--- config.mk ---
export PLATFORM = sky130hd
export DESIGN_NAME = axi4_lite_conv_master
export DESIGN_NICKNAME = d
export VERILOG_FILES = /design/src/rtl/axi4_lite_conv_master.sv
export SDC_FILE = /design/constraint.sdc
export NUM_CORES = 1
export LEC_CHECK = 0
export CORE_ASPECT_RATIO = 0.8
export CORE_MARGIN = 4
export CORE_UTILIZATION = 58
export DETAILED_ROUTE_END_ITERATION = 8
export DONT_BUFFER_PORTS = 1
export PLACE_DENSITY = 0.84
export SETUP_SLACK_MARGIN = 0.2
export SLEW_MARGIN = 20
export SYNTH_ARGS = -nofsm -noshare
export SYNTH_HDL_FRONTEND = slang
export SYNTH_SLANG_ARGS = --single-unit
export TNS_END_PERCENT = 5
--- constraint.sdc ---
create_clock -name clk -period 5.72 [get_ports clk]
set_input_delay 0.572 -clock clk [delete_from_list [all_inputs] [get_ports clk]]
set_output_delay 0.572 -clock clk [all_outputs]
set_load 0.02 [all_outputs]
--- src/rtl/axi4_lite_conv_master.sv ---
// AXI4-Lite initiator that loads kernel/world, starts the convolution,
// polls for completion and streams the results back out.
module axi4_lite_conv_master #(
  parameter int          SIZE        = 3,
  parameter logic [31:0] KERNEL_BASE = 32'h0000_0000,
  parameter logic [31:0] WORLD_BASE  = 32'h0000_1000,
  parameter logic [31:0] CTRL_ADDR   = 32'h0000_2000,
  parameter logic [31:0] STATUS_ADDR = 32'h0000_2004,
  parameter logic [31:0] RESULT_BASE = 32'h0000_3000,
  parameter int          POLL_LIMIT  = 1024
) (
  input  logic        clk,
  input  logic        reset,
  input  logic        start,
  output logic        busy,
  output logic        done,
  output logic        error,
  input  logic [31:0] src_data,
  input  logic        src_valid,
  output logic        src_ready,
  output logic [31:0] res_data,
  output logic        res_valid,
  input  logic        res_ready,
  output logic [31:0] m_axi_awaddr,
  output logic        m_axi_awvalid,
  input  logic        m_axi_awready,
  output logic [31:0] m_axi_wdata,
  output logic [3:0]  m_axi_wstrb,
  output logic        m_axi_wvalid,
  input  logic        m_axi_wready,
  input  logic [1:0]  m_axi_bresp,
  input  logic        m_axi_bvalid,
  output logic        m_axi_bready,
  output logic [31:0] m_axi_araddr,
  output logic        m_axi_arvalid,
  input  logic        m_axi_arready,
  input  logic [31:0] m_axi_rdata,
  input  logic [1:0]  m_axi_rresp,
  input  logic        m_axi_rvalid,
  output logic        m_axi_rready
);

  localparam int N  = SIZE * SIZE;
  localparam int IW = $clog2(N + 1);
  localparam int PW = $clog2(POLL_LIMIT + 1);
  localparam logic [IW-1:0] LAST = IW'(N - 1);
  localparam logic [PW-1:0] PLIM = PW'(POLL_LIMIT);

  localparam logic [3:0] S_IDLE    = 4'd0;
  localparam logic [3:0] S_FETCH   = 4'd1;
  localparam logic [3:0] S_WRITE   = 4'd2;
  localparam logic [3:0] S_WRESP   = 4'd3;
  localparam logic [3:0] S_POLL_AR = 4'd4;
  localparam logic [3:0] S_POLL_R  = 4'd5;
  localparam logic [3:0] S_RES_AR  = 4'd6;
  localparam logic [3:0] S_RES_R   = 4'd7;
  localparam logic [3:0] S_RES_OUT = 4'd8;

  localparam logic [1:0] P_KERN  = 2'd0;
  localparam logic [1:0] P_WORLD = 2'd1;
  localparam logic [1:0] P_CTRL  = 2'd2;

  logic [3:0]    state_q, state_d;
  logic [1:0]    phase_q, phase_d;
  logic [IW-1:0] idx_q, idx_d, idx_inc;
  logic [PW-1:0] poll_q, poll_d, poll_inc;
  logic [31:0]   awaddr_q, awaddr_d;
  logic [31:0]   wdata_q, wdata_d;
  logic [31:0]   araddr_q, araddr_d;
  logic [31:0]   res_q, res_d;
  logic          awvalid_q, awvalid_d;
  logic          wvalid_q, wvalid_d;
  logic          arvalid_q, arvalid_d;
  logic          error_q, error_d;
  logic          done_q, done_d;
  logic          aw_ok, w_ok;

  assign idx_inc  = idx_q + 1'b1;
  assign poll_inc = poll_q + 1'b1;
  // A channel is finished once its valid has dropped or is being accepted now.
  assign aw_ok    = !awvalid_q || m_axi_awready;
  assign w_ok     = !wvalid_q || m_axi_wready;

  assign busy          = (state_q != S_IDLE);
  assign done          = done_q;
  assign error         = error_q;
  assign src_ready     = (state_q == S_FETCH);
  assign res_data      = res_q;
  assign res_valid     = (state_q == S_RES_OUT);
  assign m_axi_awaddr  = awaddr_q;
  assign m_axi_awvalid = awvalid_q;
  assign m_axi_wdata   = wdata_q;
  assign m_axi_wstrb   = 4'hF;
  assign m_axi_wvalid  = wvalid_q;
  assign m_axi_bready  = (state_q == S_WRESP);
  assign m_axi_araddr  = araddr_q;
  assign m_axi_arvalid = arvalid_q;
  assign m_axi_rready  = (state_q == S_POLL_R) || (state_q == S_RES_R);

  // Next-state and datapath decode for the whole load/run/read sequence.
  always_comb begin
    state_d   = state_q;
    phase_d   = phase_q;
    idx_d     = idx_q;
    poll_d    = poll_q;
    awaddr_d  = awaddr_q;
    wdata_d   = wdata_q;
    araddr_d  = araddr_q;
    res_d     = res_q;
    awvalid_d = awvalid_q;
    wvalid_d  = wvalid_q;
    arvalid_d = arvalid_q;
    error_d   = error_q;
    done_d    = 1'b0;
    case (state_q)
      S_IDLE: begin
        if (start) begin
          phase_d = P_KERN;
          idx_d   = '0;
          poll_d  = '0;
          error_d = 1'b0;
          state_d = S_FETCH;
        end
      end
      S_FETCH: begin
        if (src_valid) begin
          wdata_d   = src_data;
          awaddr_d  = ((phase_q == P_KERN) ? KERNEL_BASE : WORLD_BASE)
                      + (32'(idx_q) << 2);
          awvalid_d = 1'b1;
          wvalid_d  = 1'b1;
          state_d   = S_WRITE;
        end
      end
      S_WRITE: begin
        if (awvalid_q && m_axi_awready) awvalid_d = 1'b0;
        if (wvalid_q && m_axi_wready) wvalid_d = 1'b0;
        if (aw_ok && w_ok) state_d = S_WRESP;
      end
      S_WRESP: begin
        if (m_axi_bvalid) begin
          if (m_axi_bresp != 2'b00) error_d = 1'b1;
          if (phase_q == P_CTRL) begin
            araddr_d  = STATUS_ADDR;
            arvalid_d = 1'b1;
            poll_d    = '0;
            state_d   = S_POLL_AR;
          end else if (idx_q < LAST) begin
            idx_d   = idx_inc;
            state_d = S_FETCH;
          end else if (phase_q == P_KERN) begin
            idx_d   = '0;
            phase_d = P_WORLD;
            state_d = S_FETCH;
          end else begin
            idx_d     = '0;
            phase_d   = P_CTRL;
            awaddr_d  = CTRL_ADDR;
            wdata_d   = 32'd1;
            awvalid_d = 1'b1;
            wvalid_d  = 1'b1;
            state_d   = S_WRITE;
          end
        end
      end
      S_POLL_AR: begin
        if (m_axi_arready) begin
          arvalid_d = 1'b0;
          state_d   = S_POLL_R;
        end
      end
      S_POLL_R: begin
        if (m_axi_rvalid) begin
          poll_d = poll_inc;
          if (m_axi_rdata[0]) begin
            idx_d     = '0;
            araddr_d  = RESULT_BASE;
            arvalid_d = 1'b1;
            state_d   = S_RES_AR;
          end else if (poll_inc == PLIM) begin
            error_d = 1'b1;
            state_d = S_IDLE;
          end else begin
            arvalid_d = 1'b1;
            state_d   = S_POLL_AR;
          end
        end
      end
      S_RES_AR: begin
        if (m_axi_arready) begin
          arvalid_d = 1'b0;
          state_d   = S_RES_R;
        end
      end
      S_RES_R: begin
        if (m_axi_rvalid) begin
          res_d = m_axi_rdata;
          if (m_axi_rresp != 2'b00) error_d = 1'b1;
          state_d = S_RES_OUT;
        end
      end
      S_RES_OUT: begin
        if (res_ready) begin
          if (idx_q < LAST) begin
            idx_d     = idx_inc;
            araddr_d  = RESULT_BASE + (32'(idx_inc) << 2);
            arvalid_d = 1'b1;
            state_d   = S_RES_AR;
          end else begin
            done_d  = 1'b1;
            state_d = S_IDLE;
          end
        end
      end
      default: state_d = S_IDLE;
    endcase
  end

  // State registers; reset abandons any in-flight transaction.
  always_ff @(posedge clk) begin
    if (reset) begin
      state_q   <= S_IDLE;
      phase_q   <= P_KERN;
      idx_q     <= '0;
      poll_q    <= '0;
      awaddr_q  <= '0;
      wdata_q   <= '0;
      araddr_q  <= '0;
      res_q     <= '0;
      awvalid_q <= 1'b0;
      wvalid_q  <= 1'b0;
      arvalid_q <= 1'b0;
      error_q   <= 1'b0;
      done_q    <= 1'b0;
    end else begin
      state_q   <= state_d;
      phase_q   <= phase_d;
      idx_q     <= idx_d;
      poll_q    <= poll_d;
      awaddr_q  <= awaddr_d;
      wdata_q   <= wdata_d;
      araddr_q  <= araddr_d;
      res_q     <= res_d;
      awvalid_q <= awvalid_d;
      wvalid_q  <= wvalid_d;
      arvalid_q <= arvalid_d;
      error_q   <= error_d;
      done_q    <= done_d;
    end
  end

endmodule

# After elaboration in Yosys (flattened, before gate mapping)
# Index checks and enable logic that the tools add are counted.
# op_classes
addsub	4
reduce_logical	34
order_cmp	1
shifts	0
multipliers	0
n_mux	84
div	0
n_eq_ne	33
bitwise	2
# ops
operator	n
32-bit 2-to-1 mux	16
32-bit one-hot mux with 2 select lines	2
32-bit one-hot mux with 3 select lines	1
4-bit 2-to-1 mux	17
11-bit 2-to-1 mux	4
4-bit one-hot mux with 9 select lines	1
11-bit one-hot mux with 3 select lines	1
2-bit != test, second input constant	15
1-bit 2-to-1 mux	24
7-bit AND reduction	3
9-bit AND reduction	2
4-bit by 3-bit equality test with 1-bit output, second input constant	4
4-bit one-hot mux with 4 select lines	1
8-bit AND reduction	2
4-bit nonzero test	4
14-bit by 6-bit adder with 15-bit output, first input constant	1
13-bit by 6-bit adder with 14-bit output	1
2-bit 2-to-1 mux	7
2-bit by 1-bit != test with 1-bit output, second input constant	7
13-bit 2-to-1 mux	1
3-bit 2-to-1 mux	4
11-bit by 1-bit adder with 11-bit output, second input constant	1
11-bit equality test, second input constant	1
5-bit AND reduction	2
other kinds (22)	36
# totals
latch_bits	0
mem_bits_rw	0
mem_bits_ro	0
word_cells	171
reg_bits	154
n_memories	0
in_bits	78
out_inout_bits	142

# Longest topological paths before layout
# logic_depth
word_depth	6
ltp_mapped	9

# Least setup slack after synthesis
# Ideal clock, no wire load.
# synth_timing
path_kind	flip-flop to flip-flop
startpoint	reg poll_q[0]
endpoint	reg state_q[2]
required_ns	5.588
path_buffers	1
slack_ns	3.781
t_arrival_ns	1.807
stages_incl_launch_ff	9
synth_period_minus_slack_ns	1.939
cell_sequence	dfxtp_1 ha_1 clkbuf_8 nand3_1 or2_4 o31ai_2 a41oi_1 o311ai_2 a21oi_1
# synth_via
elab_chain_len	6
# synth_lines
item	line_no	rtl
start, declared	66	logic [PW-1:0] poll_q, poll_d, poll_inc;
start signal, assigned	239	poll_q <= poll_d;
11-bit by 1-bit adder with 11-bit output	79	assign poll_inc = poll_q + 1'b1;
11-bit equality test	180	end else if (poll_inc == PLIM) begin
3-bit 2-to-1 mux	180	
3-bit 2-to-1 mux	175	if (m_axi_rdata[0]) begin
4-bit 2-to-1 mux	173	if (m_axi_rvalid) begin
4-bit one-hot mux with 9 select lines	115	case (state_q)
end signal, assigned	236	state_q <= state_d;
end, declared	63	logic [3:0] state_q, state_d;
# No other way between the ends. The select of a mux whose other input is x is not followed.
# A chain may end at the register's enable or synchronous reset.

# Worst setup path in the final report
# layout_timing
startpoint	reg state_q[2]
endpoint	reg poll_q[7]
# layout_via
elab_chain_len	3
word_cells_on_any_way	10
# layout_lines
item	line_no
4-bit by 2-bit equality test with 1-bit output (tied with other cells)	115
2-bit by 1-bit != test with 1-bit output (no source line) (tied with other cells)	--
5-bit AND reduction (no source line)	--
# Several ways; a longest one is shown, not always the timed one.

==> run metrics <==
largest net degree at the start of global routing=103; Worst R2R Setup Slack=2.89 ns; EDFF count, synth=0; Max-slew headroom=0.4179; r2r startpoint=state_q[2]; minimum clock period=2.828 ns; global-route wire length before repair=18860 µm; drt pass-1 iters=5; area growth from synthesis to layout=-0.5755%; via count of the routed design=4145; placed cell count=707; Async SR Flop Fraction=0; Power, Total=1.528 mW; Setup WS post-layout=2.892 ns; Final setup viols=0; mux contribution to synthesized area=0.01051; Min-Delay Path Class=primary input to flip-flop; largest family of logic cells by synthesized area=simple AND/OR/NAND/NOR gates; Ports=220; Logic pwr share=0.156; Hold Path Depth=1; final cell count without fillers=724; Yosys cell types=64; Post-Synth Simple-Gate Area=0.2477; Cell Chain, Critical Path=nor2_1 -> nand3_2 -> buf_4 -> nand2_1 -> o221ai_1 -> a21oi_1 -> a211oi_1; sequential share of the synthesized area=0.4084; pre-CTS setup slack=2.961 ns; Startpoint Class=flip-flop; VDD IR max=0.0001814 V; Routability Congestion=0.8621; Post-Synthesis Cells=635; vias in the first global route=3836; CP endpoint kind=flip-flop; share of layout cells above drive strength 1=0.07516; post-route ant nets=0; slowest stage cell, crit path=dfxtp_1; antenna violations before repair=0; CTS Sinks=102; Die Span X=111.8 µm; Netlist Area Pre-Place=5000 µm²; worst hold slack=0.2644 ns; DR iter-0 viols=343; fin crit share=0.4944; max-cap violations=0; Post-CTS Hold Buffers=0; worst slew pin tran=0.8720 ns; Register-to-Register Path Depth=7; Final TNS setup=0 ns; Final Net Count=689; Avg Vias per Cell=5.725; leak pwr=1.744 nW; Adder-Cell Fraction of Synth Area=0.01001; Final Max Tran Viols=0; CTS Buffer Depth=2; post-synthesis compound-gate area fraction=0.1784; final hold viol count=0; CP Max Fanout=46; Avg Inst Size Synth=7.874 µm²; die area=10180 µm²; synthesis warning total=0; Worst-path clk slew=0.10 ns; CTS Buf Count=9; setup repair bufs after CTS=0; Top FF cell, synth=dfxtp_1; status=finished, final reports clean; WL final=11790 µm; sw frac=0.3247; worst path arrival time=3.10 ns; Port Buf Inserts=0; Chip Height=91.05 µm; hold path start=reset; post-synthesis xor/xnor area fraction=0.007007; #FFs+latches synth=102; # diodes=0; sequential power share=0.532; WS Path Type=flip-flop to flip-flop; Root Buffer=clkbuf_8; clk_skew=0.01243 ns; CTS tree=yes; Core Footprint=8446 µm²; clock share of power=0.312; total gr overflow=0; internal power=1.032 mW; Total GRT Usage=0.2212; WP buf/inv=1; row count=30; CP Data Required Time=5.99 ns; H-tree depth=3; worst r2r dst=poll_q[7]; drt drc=0; starting density of the core=0.5920; Routed wire per std cell=16.28 µm; Worst Hold Path EP=state_q[1]; critical path's top delay family=compound AO/OA/AOI/OAI gates; pwr dens=307.4 nW/µm²; RSZ-0062 raised after global routing=false; post-cts sizing count=0; Fmax=353.6 MHz; Post-DP HPWL=8359 µm; worst skew pair latency=0.36 ns; net switching component of the power=0.4961 mW; CP peak stage delay=0.79 ns
per-layer routing:
layer	track usage	share of wire	up-vias
met4	0.06788	0.016	0
met2	0.3508	0.46	244
li1	-	-	1991
met3	0.1033	0.14	15
met1	0.2675	0.39	1895
met5	0	0	-
stage by stage:
step / utilization / instance area [µm²]
floorplan: - / 5202
global placement: 0.5615 / 4742
detailed placement: 0.5615 / 4742
CTS: 0.5868 / 4956
global route: 0.5886 / 4971
finish: 0.5886 / 4971
final cells by class:
cell class | instances | area (µm²)
timing repair buffer | 5 | 45.04
clock buffer | 10 | 137.6
inverter | 10 | 37.54
fill | 760 | 3475
multi-input combinational | 479 | 2492
tap | 112 | 140.1
sequential | 102 | 2042
clock inverter | 6 | 76.32
cells by family after synthesis:
family          after synthesis
other cells                   2
xor+xnor                      4
fa+ha+maj                     4
simple gates                262
compound gates              148
buf+inv                     108
flops                       102
mux                           5
Yosys cell counts, drive strengths merged (2+ instances only):
cell type | count | area, µm²
o21ai | 18 | 101.4
or3 | 2 | 12.51
a211oi | 7 | 57.55
mux2 | 2 | 22.52
o22ai | 3 | 18.77
a21oi | 93 | 465.5
nor2 | 41 | 163.9
conb | 2 | 7.510
dfxtp | 102 | 2042
nand3 | 43 | 225.2
nand4b | 4 | 35.03
o211ai | 2 | 15.01
mux2i | 3 | 30.03
a31o | 3 | 26.28
buf | 75 | 538.0
o31ai | 2 | 20.02
xnor2 | 4 | 35.03
nand3b | 2 | 15.01
and3 | 4 | 26.28
nor4 | 3 | 25.02
ha | 4 | 50.05
clkbuf | 23 | 106.4
nor3b | 3 | 22.52
inv | 10 | 37.54
nand4 | 5 | 37.53
and2 | 2 | 12.51
nand2 | 123 | 461.7
a2bb2oi | 2 | 17.52
o221ai | 2 | 23.77
nor3 | 13 | 80.08
a31oi | 5 | 46.29
a22oi | 3 | 22.52
nand2b | 7 | 43.79
nor2b | 5 | 31.28
registers in the layout, indices dropped and copies added (netlist names):
name           flops
done               1
error              1
idx_q              4
m_axi_araddr       6
m_axi_arvalid      1
m_axi_awaddr       6
m_axi_awvalid      1
m_axi_wdata       32
m_axi_wvalid       1
phase_q            2
poll_q            11
res_data          32
state_q            4
worst max path at each step:
stage | to | cells after the start | startpoint | slack [ns]
global route | poll_q[9] | 7 | state_q[2] | 2.63
global placement | poll_q[7] | 7 | state_q[2] | 3.13
detailed placement | poll_q[7] | 7 | state_q[2] | 2.96
finish | poll_q[7] | 7 | state_q[2] | 2.89
CTS | m_axi_bready | 4 | state_q[2] | 2.92
floorplan | state_q[2] | 8 | poll_q[0] | 3.78
power groups by stage:
stage               clock network (mW)  registers [mW]  logic, mW
global route                     0.518           0.818      0.266
CTS                              0.490           0.813      0.235
detailed placement                   0           0.829      0.233
floorplan                            0           0.798      0.264
global placement                     0           0.827      0.225
finish                           0.476           0.813      0.239
cells in the final DEF (no fill, tap or decap), types with 2 or more instances in the layout:
cell type,n
nand4_1,4
o22ai_1,3
a2bb2oi_1,2
xnor2_1,4
o211ai_1,2
clkbuf_8,10
a31o_2,3
and3_1,3
nor3_1,10
nor4_1,2
nor3_2,2
a211oi_1,6
nand4b_1,4
or3_1,2
ha_1,4
nand2_1,123
buf_4,4
nor3b_1,3
o21ai_0,16
nor2b_1,5
nand3b_1,2
clkinv_4,3
a21oi_1,93
nand2b_1,7
a31oi_1,4
a22oi_1,3
nand3_1,41
inv_1,10
conb_1,56
nand3_2,2
dfxtp_1,102
mux2i_1,3
mux2_2,2
and2_1,2
nor2_1,39
Power figures use the tool's default switching activity.
